### config.mk
export PLATFORM = sky130hd
export DESIGN_NAME = hilo_forward_unit
export DESIGN_NICKNAME = d
export VERILOG_FILES = /design/src/rtl/hilo_forward_unit.sv
export SDC_FILE = /design/constraint.sdc
export NUM_CORES = 1
export LEC_CHECK = 0
export ABC_AREA = 1
export CAP_MARGIN = 30
export CORE_MARGIN = 3
export CORE_UTILIZATION = 40
export CTS_CLUSTER_DIAMETER = 40
export DETAILED_ROUTE_END_ITERATION = 7
export HOLD_SLACK_MARGIN = 0.1
export PLACE_DENSITY = 0.82
export SYNTH_ARGS = -nofsm -noshare
export SYNTH_HDL_FRONTEND = slang
export SYNTH_SLANG_ARGS = --single-unit
### constraint.sdc
create_clock -name clk -period 2.5 [get_ports clk]
set_input_delay 0.25 -clock clk [delete_from_list [all_inputs] [get_ports clk]]
set_output_delay 0.25 -clock clk [all_outputs]
set_load 0.05 [all_outputs]
### src/rtl/hilo_forward_unit.sv
// HI/LO register pair with per-half operand forwarding and a MUL/DIV busy tracker.
// Reads are combinational (zero latency); stall_req holds IF..EX while a MUL/DIV result is pending.
module hilo_forward_unit #(
  parameter int DATA_W  = 32,
  parameter int NUM_FWD = 2,
  parameter int MDU_LAT = 4,
  parameter int CNT_W   = 3
) (
  input  logic                      clk,
  input  logic                      rst_n,
  input  logic [NUM_FWD-1:0]        fwd_hi_we,
  input  logic [NUM_FWD-1:0]        fwd_lo_we,
  input  logic [NUM_FWD*DATA_W-1:0] fwd_hi_data,
  input  logic [NUM_FWD*DATA_W-1:0] fwd_lo_data,
  input  logic                      wb_hi_we,
  input  logic                      wb_lo_we,
  input  logic [DATA_W-1:0]         wb_hi_data,
  input  logic [DATA_W-1:0]         wb_lo_data,
  input  logic                      mdu_start,
  input  logic                      flush,
  input  logic                      rd_req,
  output logic [DATA_W-1:0]         hi_rdata,
  output logic [DATA_W-1:0]         lo_rdata,
  output logic                      mdu_busy,
  output logic                      stall_req
);

  localparam logic [CNT_W-1:0] LAT = CNT_W'(MDU_LAT);

  logic [DATA_W-1:0] hi_q, hi_d;
  logic [DATA_W-1:0] lo_q, lo_d;
  logic [CNT_W-1:0]  busy_cnt_q, busy_cnt_d;

  always_comb begin
    hi_d = wb_hi_we ? wb_hi_data : hi_q;
    lo_d = wb_lo_we ? wb_lo_data : lo_q;
  end

  always_comb begin
    busy_cnt_d = busy_cnt_q;
    if (flush) begin
      busy_cnt_d = '0;
    end else if (mdu_start) begin
      busy_cnt_d = LAT;
    end else if (busy_cnt_q != '0) begin
      busy_cnt_d = busy_cnt_q - CNT_W'(1);
    end
  end

  always_ff @(posedge clk or negedge rst_n) begin
    if (!rst_n) begin
      hi_q       <= '0;
      lo_q       <= '0;
      busy_cnt_q <= '0;
    end else begin
      hi_q       <= hi_d;
      lo_q       <= lo_d;
      busy_cnt_q <= busy_cnt_d;
    end
  end

  // Walk from oldest to youngest so the lowest-index enabled stage has the final say.
  always_comb begin
    hi_rdata = wb_hi_we ? wb_hi_data : hi_q;
    lo_rdata = wb_lo_we ? wb_lo_data : lo_q;
    for (int i = NUM_FWD - 1; i >= 0; i--) begin
      if (fwd_hi_we[i]) hi_rdata = fwd_hi_data[i*DATA_W +: DATA_W];
      if (fwd_lo_we[i]) lo_rdata = fwd_lo_data[i*DATA_W +: DATA_W];
    end
  end

  assign mdu_busy  = (busy_cnt_q != '0);
  assign stall_req = rd_req & mdu_busy;

endmodule

==> flow_summary.toml <==
[setup_path]
arrival_ns = 1.91
required_ns = 2.25
worst_r2r_path_depth = 6
timing_worst_setup_path_type = "register to output pin"
timing.critical_path.to_type = "output pin"
crit_path_start_kind = "register"
cp_max_fo = 4

[global_route]
grt_pass1_vias = 5135
grt_start_max_net_pins = 65
globalRouteTotalUtil_pct = 23.4
global_route_wire_length_before_repair_mm = 24.3
antenna_found_initial = 0
grt_overflow = 0

[synth]
synthesized_net_count = 917
synth_area_leader_cell = "dfrtp_1"
synth-warning-count = 0
synth_edf_count = 0
post_synth_inst_count = 712
flip_flop_and_latch_count_after_synthesis = 67
synth_top_cell_area_share_pct = 36.6
synth_top_flop_cell = "dfrtp_1"
yosys-top-cells-area = "dfrtp_1, nand2_1, nor2_1, nand3_1, nand2_2"
syn_avg_cell_area_um2 = 6.43
async_flop_share_pct = 100
post_synth_instance_area_um2 = 4580
synth_cell_type_count = 16
ys_seq_area_share_pct = 36.6

[sta]
tightestPinTransition_ns = 0.838
timing.max_slew.rel_slack_pct = 44.1
setup_slack_ns = 0.340
finalHoldViolCount = 0
grt_setup_unrepaired = "false"
fmax_mhz = 463
final_min_period_over_clock_period_pct = 86.4
final_sum_of_negative_setup_slack_ns = 0
final_setup_violation_count = 0
timing.clock.skew_ns = 0.00523
fin_worst_hold_slack_ns = 0.467
post-route-min-period_ns = 2.16
slew_violations = 0

[finish]
total_of_fill_cells_in_the_finished_design = 841
num_antenna_cells = 0
final_nets = 1165
area_growth_syn_to_layout_pct = 79.5
post_route_cells_drive_above_1_share_pct = 15.4

[detailed_routing]
drt_first_iter_violations = 317
detail_route.vias_per_cell = 4.70
post_drt_wl_per_cell_um = 13.8
drtAntennaViolNets = 0
detailroute.via_count = 5196
drcViolationCount = 0
detailedRoute.firstPassIterationCount = 5
wl_mm = 15.2

[pwr]
leakage_nw = 4.10
report.power.total_mw = 4.30
vdd.ir_drop.worst_mv = 0.341
power_density_nw_per_um2 = 523

[floorplan]
total_core_area_um2 = 11000
design.die.area_um2 = 12800
dieHeight_um = 113
floorplan.rows = 38
die_width_um = 113
design.portCount = 269
initial_utilization_pct = 41.5

[place]
numPortBuffers = 268
place_congestion = 0.850
place.detailed.hpwl_mm = 11.8
dp_worst_setup_slack_ns = 0.583

[status]
outcome = "complete, no violations"

[cts]
tritoncts_clock_tree = "done"
clk_root_buffer_cell = "clkbuf_16"
clock_path_buffers = 2
clock_sinks = 67
cts.repair_timing.setup_buffer_count = 0
cts.clk_slew.worst_paths_ns = 0.06
worst_skew_pair.late_latency_ns = 0.32
number_of_buffers_added_by_the_clock_tree_synthesis_step = 9
cts-htree-levels = 3

[min_path]
min-delay-path-class = "register to register"
holdPathStages = 2

[job]
maxCapViolCount = 0
power breakdown:
part	internal, mW	switching (mW)
clock	0.930	0.459
sequential	1.18	0.0364
combinational	0.824	0.864
metal layers:
metal,vias up,part of all wire (%),GRT usage [%]
met5,-,0,0
met4,0,1.6,5.77
met3,19,8.9,7.27
met2,205,50,41.3
met1,2302,40,27.6
li1,2670,-,-
worst max-delay path: stages (launching register included):
cell	delay [ns]
dfrtp_1	0.32
inv_1	0.07
ha_1	0.22
inv_1	0.06
nor2_1	0.04
nor2_1	0.08
clkdlybuf4s50_1	0.80
layout by cell type (no fill, tap or decap), types with 3 or more instances in the layout:
cell type / netlist / final
nand2_1: 348 / 348
clkdlybuf4s50_1: 0 / 201
nor2_1: 134 / 134
buf_12: 3 / 71
dfrtp_1: 67 / 67
nand3_1: 52 / 52
nand2_2: 41 / 41
nand3_2: 13 / 13
clkbuf_16: 0 / 9
inv_1: 8 / 8
buf_2: 14 / 3
cells in the mapped netlist, types with 2 or more instances:
master	count
o21ai_0	2
buf_6	10
inv_1	8
nand2_1	348
inv_8	2
buf_4	13
buf_2	14
nor2_1	134
inv_2	2
ha_1	2
nand3_1	52
dfrtp_1	67
nand3_2	13
buf_12	3
nand2_2	41
cell families (layout without fill, tap and decap cells):
kind of cell | after synthesis | in the layout | synth area share, %
DFF | 67 | 67 | 36.6
AOI/OAI and AO/OA | 2 | 2 | 0.219
and+or+nand+nor | 589 | 589 | 53.8
adders and majority gates | 2 | 2 | 0.547
buffers and inverters | 52 | 305 | 8.75
through the flow:
step	utilization [%]	instance area (um^2)	cells
after global routing	74.5	8210	1105
after detailed placement	71.3	7870	1088
after global placement	71.3	7870	1088
after floorplan	-	4580	712
final	74.5	8210	1105
after CTS	74.5	8210	1105
sequential cells by signal (all words and copies together), names as in the netlist:
register,cells
lo_q,32
busy_cnt_q,3
hi_q,32
timing repair:
action,CTS,global route
gates resized for setup,0,0
hold buffers,1,0
endpoints found under the hold margin,35,0
cell type report:
type                    instances  area, um^2  area share, %
flip-flops and latches         67        1680           20.4
inverters                      12        60.1          0.731
clock buffers                  11         253           3.08
clock inverters                 5        83.8           1.02
well taps                     140         175           2.13
multi-input cells             593        2500           30.4
repair buffers                277        3470           42.2
path summary, 6_finish.rpt:
kind                                      startpoint                        end  slack [ns]
setup / recovery           busy_cnt_q[0]$_DFFE_PN0P_                  stall_req        0.34
hold / removal                    hi_q[29]$_DFF_PN0_         hi_q[29]$_DFF_PN0_        0.47
setup reg to reg           busy_cnt_q[0]$_DFFE_PN0P_  busy_cnt_q[1]$_DFFE_PN0P_        1.30
hold reg to reg                   hi_q[29]$_DFF_PN0_         hi_q[29]$_DFF_PN0_        0.47
max in group asynchronous                      rst_n          hi_q[4]$_DFF_PN0_        1.23
min in group asynchronous                      rst_n         lo_q[24]$_DFF_PN0_        0.60
(Power assumes the default switching activity.)
